$ cat config.mk
export PLATFORM = sky130hd
export DESIGN_NAME = md_hilo_ctrl
export DESIGN_NICKNAME = d
export VERILOG_FILES = /design/src/rtl/md_pkg.sv /design/src/rtl/md_cycle_counter.sv /design/src/rtl/md_hilo_ctrl.sv
export SDC_FILE = /design/constraint.sdc
export NUM_CORES = 1
export LEC_CHECK = 0
export CORE_ASPECT_RATIO = 1.5
export CORE_UTILIZATION = 37
export CTS_CLUSTER_SIZE = 16
export DETAILED_ROUTE_END_ITERATION = 6
export PLACE_DENSITY_LB_ADDON = 0.1
export SLEW_MARGIN = 25
export SYNTH_ARGS = -nofsm -noshare
export SYNTH_HDL_FRONTEND = slang
export SYNTH_SLANG_ARGS = --single-unit
$ cat constraint.sdc
create_clock -name clk -period 5.04 [get_ports clk]
set_input_delay 1.008 -clock clk [delete_from_list [all_inputs] [get_ports clk]]
set_output_delay 1.008 -clock clk [all_outputs]
set_load 0.05 [all_outputs]
$ cat src/rtl/md_pkg.sv
// Shared definitions for the multiply/divide sequencer: state encoding,
// MDControl encodings and default operation latencies.
package md_pkg;

    typedef enum logic [2:0] {
        ST_IDLE    = 3'd0,
        ST_START   = 3'd1,
        ST_RUN     = 3'd2,
        ST_CAPTURE = 3'd3,
        ST_DZERO   = 3'd4
    } md_state_e;

    // MDControl select driven to the MD unit
    localparam logic MD_MULT = 1'b0;
    localparam logic MD_DIV  = 1'b1;

    localparam int unsigned DEF_WIDTH       = 32;
    localparam int unsigned DEF_MULT_CYCLES = 33;
    localparam int unsigned DEF_DIV_CYCLES  = 33;
    localparam int unsigned DEF_CNT_W       = 6;

endpackage

$ cat src/rtl/md_cycle_counter.sv
// Down-counter that times an MD operation (the MD unit has no done flag).
// Ports: clk, reset (async, active-high), load/load_val, dec, count, zero.
module md_cycle_counter #(
    parameter int unsigned CNT_W = 6
) (
    input  logic             clk,
    input  logic             reset,
    input  logic             load,
    input  logic [CNT_W-1:0] load_val,
    input  logic             dec,
    output logic [CNT_W-1:0] count,
    output logic             zero
);

    // load has priority over decrement
    always_ff @(posedge clk or posedge reset) begin
        if (reset) begin
            count <= '0;
        end else if (load) begin
            count <= load_val;
        end else if (dec) begin
            count <= count - CNT_W'(1);
        end
    end

    assign zero = (count == '0);

endmodule

$ cat src/rtl/md_hilo_ctrl.sv
// CPU-side sequencer for the multiply/divide unit. Latches a request,
// pulses start into the MD unit, times the operation, then captures the
// unit's HI/LO into the architectural HI/LO registers. Also handles
// divide-by-zero, abort flushes and mthi/mtlo writes.
// Ports: clk/reset; request side (req, op_div, a_in, b_in, abort);
// mthi/mtlo (hi_we, lo_we, wdata); MD unit side (md_a, md_b, md_sel,
// md_start, md_reset, md_hi, md_lo, md_div0); status (busy, done,
// div0_exc); architectural hi/lo.
module md_hilo_ctrl
    import md_pkg::*;
#(
    parameter int unsigned WIDTH       = DEF_WIDTH,
    parameter int unsigned MULT_CYCLES = DEF_MULT_CYCLES,
    parameter int unsigned DIV_CYCLES  = DEF_DIV_CYCLES,
    parameter int unsigned CNT_W       = DEF_CNT_W
) (
    input  logic             clk,
    input  logic             reset,
    input  logic             req,
    input  logic             op_div,
    input  logic [WIDTH-1:0] a_in,
    input  logic [WIDTH-1:0] b_in,
    input  logic             abort,
    input  logic             hi_we,
    input  logic             lo_we,
    input  logic [WIDTH-1:0] wdata,
    output logic [WIDTH-1:0] md_a,
    output logic [WIDTH-1:0] md_b,
    output logic             md_sel,
    output logic             md_start,
    output logic             md_reset,
    input  logic [WIDTH-1:0] md_hi,
    input  logic [WIDTH-1:0] md_lo,
    input  logic             md_div0,
    output logic             busy,
    output logic             done,
    output logic             div0_exc,
    output logic [WIDTH-1:0] hi,
    output logic [WIDTH-1:0] lo
);

    localparam logic [CNT_W-1:0] MULT_LOAD = CNT_W'(MULT_CYCLES - 1);
    localparam logic [CNT_W-1:0] DIV_LOAD  = CNT_W'(DIV_CYCLES - 1);

    md_state_e        state;
    logic             abort_q;
    logic             cnt_load;
    logic             cnt_dec;
    logic [CNT_W-1:0] cnt_val;
    logic [CNT_W-1:0] count;
    logic             cnt_zero;

    assign cnt_load = (state == ST_START) && !abort;
    assign cnt_dec  = (state == ST_RUN) && !abort && !cnt_zero;
    assign cnt_val  = (md_sel == MD_DIV) ? DIV_LOAD : MULT_LOAD;

    md_cycle_counter #(
        .CNT_W (CNT_W)
    ) u_counter (
        .clk      (clk),
        .reset    (reset),
        .load     (cnt_load),
        .load_val (cnt_val),
        .dec      (cnt_dec),
        .count    (count),
        .zero     (cnt_zero)
    );

    // MD unit reset: system reset or a one-cycle flush pulse after abort
    assign md_reset = reset | abort_q;

    // Sequencer; status outputs are registered alongside the state they decode
    always_ff @(posedge clk or posedge reset) begin
        if (reset) begin
            state    <= ST_IDLE;
            md_a     <= '0;
            md_b     <= '0;
            md_sel   <= MD_MULT;
            md_start <= 1'b0;
            busy     <= 1'b0;
            done     <= 1'b0;
            div0_exc <= 1'b0;
            abort_q  <= 1'b0;
            hi       <= '0;
            lo       <= '0;
        end else begin
            md_start <= 1'b0;
            done     <= 1'b0;
            div0_exc <= 1'b0;
            abort_q  <= 1'b0;

            // mthi/mtlo; a CAPTURE below overrides these in the same cycle
            if (hi_we) hi <= wdata;
            if (lo_we) lo <= wdata;

            if (abort) begin
                state   <= ST_IDLE;
                busy    <= 1'b0;
                abort_q <= 1'b1;
            end else begin
                case (state)
                    ST_IDLE: begin
                        if (req) begin
                            md_a   <= a_in;
                            md_b   <= b_in;
                            md_sel <= op_div;
                            busy   <= 1'b1;
                            if (op_div == MD_DIV && b_in == '0) begin
                                state    <= ST_DZERO;
                                div0_exc <= 1'b1;
                            end else begin
                                state    <= ST_START;
                                md_start <= 1'b1;
                            end
                        end
                    end
                    ST_START: begin
                        state <= ST_RUN;
                    end
                    ST_RUN: begin
                        // backup divide-by-zero detection from the MD unit
                        if (md_sel == MD_DIV && md_div0) begin
                            state    <= ST_DZERO;
                            div0_exc <= 1'b1;
                        end else if (cnt_zero) begin
                            state <= ST_CAPTURE;
                            done  <= 1'b1;
                        end
                    end
                    ST_CAPTURE: begin
                        hi    <= md_hi;
                        lo    <= md_lo;
                        state <= ST_IDLE;
                        busy  <= 1'b0;
                    end
                    ST_DZERO: begin
                        state <= ST_IDLE;
                        busy  <= 1'b0;
                    end
                    default: begin
                        state <= ST_IDLE;
                        busy  <= 1'b0;
                    end
                endcase
            end
        end
    end

endmodule

Word-level counts from Yosys, hierarchy flattened
Index checks and enable logic that the tools add are counted.

word-level totals
  bits in registers = 143
  word-level logic and storage cells = 67

cells by class
  equality and inequality tests = 6
  muxes and demuxes = 31
  reduce and logical (&&, ||, !) cells = 15
  bitwise operators = 2
  add/sub/neg operators = 1

operator list
  kind                                                                   count
  32-bit 2-to-1 mux                                                      6
  32-bit zero test                                                       1
  1-bit 2-to-1 mux                                                       15
  3-bit 2-to-1 mux                                                       5
  6-bit 2-to-1 mux                                                       2
  3-bit one-hot mux with 3 select lines                                  1
  3-bit by 2-bit equality test with 1-bit output, second input constant  2
  6-bit zero test                                                        1
  6-bit by 1-bit subtractor with 6-bit output, second input constant     1
  1-bit logical AND                                                      5
  4-bit by 3-bit != test with 1-bit output, second input constant        1
  1-bit one-hot mux with 2 select lines                                  2
  2-bit AND reduction                                                    2
  3-bit by 1-bit equality test with 1-bit output, second input constant  1
  3-bit zero test                                                        1
  3-bit != test, second input constant                                   1
  3-bit AND reduction                                                    1
  1-bit zero test                                                        2
  2-bit by 1-bit != test with 1-bit output, second input constant        1
  2-bit nonzero test                                                     1
  2-bit OR reduction                                                     1
  1-bit inverter                                                         1
  1-bit OR                                                               1

Depth between registers and ports, before layout
  depth in word-level cells = 6
  gate-level depth with buffers = 7
  depth with buffers taken out = 6

Hierarchy
A second synthesis with hierarchy kept.

unflattened totals
  cell total of the unflattened synthesis = 504
  area total of the unflattened synthesis = 6212.2 um^2

modules (own cells, without submodules)
  module            area an instance (um^2)  seq. area each (um^2)  times used  cells an instance
  md_hilo_ctrl      5845.6                   3428.3                 1           466
  md_cycle_counter  366.6                    150.1                  1           38

Least setup slack after synthesis
No wires, ideal clock.

  kind = input to output
  start = input reset
  end = output md_reset
  arrival = 1400 ps
  cell stages on the path = 1
  path buffers = 0
  required time = 4032 ps
  path slack = 2632 ps
  path through = or2_2

on the way
  longest elaborated chain between the ends = 1

ends and longest elaborated chain
  what         RTL line            source
  from (decl)  md_hilo_ctrl.sv:18  input logic reset,
  1-bit OR     md_hilo_ctrl.sv:70  assign md_reset = reset | abort_q;
  to (decl)    md_hilo_ctrl.sv:31  output logic md_reset,

No other way between the ends.

Final worst setup path
Ends and elaborated chain as after synthesis.

==> summary.txt <==
OUTCOME
--------------------------------------------------------------------------------------------------------
Status                                                                                         completed

DETAILED ROUTING
--------------------------------------------------------------------------------------------------------
Post-route DRC violation count                                                                         0
Wire per inst                                                                                    16.4 um
Number of DRC markers in iteration 0                                                                 214
Routed Wire Length                                                                              18700 um
Total via count after detailed routing                                                              5467
Pre-Repair DR Iteration Count                                                                          4
Post-route antenna net violation count                                                                 0
Routed via count divided by cell count                                                              4.81

SETUP PATH
--------------------------------------------------------------------------------------------------------
Startpoint type of the worst setup path                                                       input port
Category of the critical setup timing path                                                  input port to output pin
Data required time at the worst endpoint                                                         4.03 ns
Type of destination of the critical path                                                      output pin
Arrival time of the worst setup path                                                             2.54 ns
Top fanout value on the critical path                                                                  2

CTS
--------------------------------------------------------------------------------------------------------
Hold buffer count at CTS                                                                               0
Clock tree sinks                                                                                     143
Setup Fix Bufs, Post-CTS                                                                               0
Post-cts gate resize count                                                                             0
Largest buffer count on any clock path                                                                 2
CTS root buf                                                                                sky130_fd_sc_hd__clkbuf_16
Number of levels in the clock H-tree                                                                   4
Clock tree from TritonCTS                                                                            yes
Post-CTS clock slew at the launch and capture registers of the worst setup and hold paths        0.06 ns
Clock latency on the worst-skew pair                                                             0.41 ns
Num CTS Buffers                                                                                       17

YOSYS
--------------------------------------------------------------------------------------------------------
Netlist area before placement                                                               0.00612 mm^2
Async set or reset register ratio after synthesis                                                   100%
Fraction of synthesized cell area taken by the top area cell type                                  58.5%
Synthesis Warnings                                                                                     0
Synthesized area per cell                                                                      9.68 um^2
Synth area leader                                                                           sky130_fd_sc_hd__dfrtp_1
Sequential-to-total area share from yosys stat                                                     58.5%
Leading cell types by total area after synthesis                                            sky130_fd_sc_hd__dfrtp_1 59%, sky130_fd_sc_hd__nand2_1 16%, sky130_fd_sc_hd__mux2i_1 10%, sky130_fd_sc_hd__o21ai_0 5.4%, sky130_fd_sc_hd__buf_2 1.6%
Number of distinct library cell variants in the gate-level netlist after synthesis                    35
Ys flop type                                                                                sky130_fd_sc_hd__dfrtp_1
Synth Net Count                                                                                      802
Number of register bits inferred by synthesis                                                        143
Number of enable flip-flop cells after synthesis                                                       0
Synth Instances                                                                                      632

FLOORPLANNING
--------------------------------------------------------------------------------------------------------
Site Rows                                                                                             57
Core Box Area                                                                                0.0162 mm^2
Effective utilization at floorplan                                                                 37.8%
Floorplan die area                                                                           0.0171 mm^2
Number of I/O pins                                                                                   302
Horizontal die dimension                                                                          107 um
Die Y-Extent                                                                                      159 um

STA
--------------------------------------------------------------------------------------------------------
Fraction of the cycle the final worst path needs                                                   70.4%
Final count of negative-setup-slack endpoints                                                          0
Transition time at the pin with the least slew margin                                            1.09 ns
Normalized max-slew margin                                                                         27.3%
Final clock skew                                                                               0.0110 ns
Unrepaired setup endpoints after global routing                                                       no
Period minus WS final                                                                            3.55 ns
Final Hold Violating Endpoints                                                                         0
Max Freq                                                                                         282 MHz
Sum of negative setup slack                                                                         0 ns
Number of slew-limit violations in the final report                                                    0

POWER AND IR DROP
--------------------------------------------------------------------------------------------------------
Power density over the cells                                                                 455 mW/mm^2
Total power draw                                                                                 4510 uW
Static leakage power                                                                          0.00439 uW
Maximum ir drop on the vdd rail                                                                 0.269 mV

GRT
--------------------------------------------------------------------------------------------------------
Residual overflow from global routing                                                                  0
Total GRT Usage                                                                                    22.5%
Initial antenna violation count                                                                        0
Global-route wire length before repair                                                          29800 um
Vias in the first global route                                                                      5668
Pin count of the biggest net entering global routing                                                 129

PLACE
--------------------------------------------------------------------------------------------------------
Buffers added on ports                                                                               301
Count of placed standard cells including taps                                                       1105
Final weighted congestion in routability-driven placement                                          0.792
Placed cell areas                                                                           0.00925 mm^2
DP HPWL                                                                                         13500 um

HOLD PATH
--------------------------------------------------------------------------------------------------------
Class of the tightest hold or removal check                                                 flip-flop to flip-flop

FINISH
--------------------------------------------------------------------------------------------------------
Fin nets                                                                                            1088
Ant. Diodes                                                                                            0
Final cell area excluding filler cells                                                      0.00989 mm^2
Post-route core utilization                                                                        61.1%
Layout overhead on the synthesized area                                                            61.8%
Fraction of final layout cells sized beyond drive strength 1                                       4.94%
Final standard cell count with taps included and fillers excluded                                   1137

RUN
--------------------------------------------------------------------------------------------------------
Max-cap violation count                                                                                0

worst max-delay path: stages:
cell and delay (ns):
sky130_fd_sc_hd__clkdlybuf4s50_1 0.51, sky130_fd_sc_hd__or2_2 0.32, sky130_fd_sc_hd__clkdlybuf4s50_1 0.70
synthesized netlist by cell type, types with 3 or more instances:
cell type and n:
sky130_fd_sc_hd__nor2_1 8, sky130_fd_sc_hd__nor4_1 6, sky130_fd_sc_hd__inv_1 3, sky130_fd_sc_hd__buf_4 4
sky130_fd_sc_hd__dfrtp_1 143, sky130_fd_sc_hd__xor2_1 4, sky130_fd_sc_hd__buf_1 3, sky130_fd_sc_hd__o21ai_0 66
sky130_fd_sc_hd__mux2i_1 64, sky130_fd_sc_hd__o211ai_1 3, sky130_fd_sc_hd__nor3_1 3, sky130_fd_sc_hd__buf_2 19
sky130_fd_sc_hd__nand2_1 265, sky130_fd_sc_hd__clkbuf_1 13
registers in the layout, indices dropped and copies added, names as in the netlist, 3 cells and up:
name and flops:
hi 32, u_counter.count 6, lo 32, md_a 32, state 3, md_b 32
metrics by stage:
step | hold WS [ns] | worst slack (ns)
floorplan | 0.480 | 0.194
global placement | 0.457 | 1.49
detailed placement | 0.462 | 1.49
CTS | 0.477 | 1.48
global route | 0.497 | 1.46
finish | 0.469 | 1.49
cell families (layout without fill, tap and decap cells):
| family | Yosys count | after routing | share of synthesized area [%] |
|---|---|---|---|
| AND/OR/NAND/NOR | 300 | 300 | 19.9 |
| flip-flops | 143 | 143 | 58.5 |
| AO/OA/AOI/OAI | 77 | 77 | 6.91 |
| adder cells (fa/ha/maj) | 2 | 2 | 0.409 |
| multiplexers | 64 | 64 | 10.5 |
| XOR/XNOR | 4 | 4 | 0.573 |
| buffers and inverters | 42 | 341 | 3.21 |
layout make-up:
| class | count | area [um^2] |
|---|---|---|
| multi-input combinational | 447 | 2350 |
| clock buffer | 20 | 437 |
| sequential | 143 | 3580 |
| fill | 1393 | 6290 |
| timing repair buffer | 306 | 3040 |
| inverter | 3 | 16.3 |
| tap | 206 | 258 |
| clock inverter | 12 | 209 |
path summary, 6_finish.rpt:
check,cells past startpoint,end,from,slack (ns)
setup / recovery,3,md_reset,reset,1.49
setup reg to reg,5,md_a[24]$_DFFE_PP0P_,state[1]$_DFFE_PP0P_,2.85
hold / removal,2,md_b[6]$_DFFE_PP0P_,md_b[6]$_DFFE_PP0P_,0.47
max in group asynchronous,3,md_b[12]$_DFFE_PP0P_,reset,2.91
hold reg to reg,2,md_b[6]$_DFFE_PP0P_,md_b[6]$_DFFE_PP0P_,0.47
min in group asynchronous,2,hi[1]$_DFF_PP0_,reset,1.16
power by group:
group          switching (uW)  total [uW]  internal [uW]
combinational            1050        1620            569
clock                     495        1380            885
sequential                142        1510           1370
routing by layer:
layer	up-vias	track usage, %	part of all wire, %
li1	2643	-	-
met1	2558	26.0	39
met2	238	38.3	50
met3	28	7.25	8.3
met4	0	9.03	2.4
met5	-	0	0
cell usage in the layout, fill, tap and decap left out, drive strengths merged, types with 3 or more instances in the layout:
cell,instances
bufinv,5
dfrtp,143
clkdlybuf4s50,299
buf,7
xor2,4
clkinv,3
mux2i,64
nor2,8
nor4,6
nor3,4
or2,3
clkbuf,20
nand2,265
o21ai,67
o211ai,3
inv,5
(Power assumes the default switching activity.)
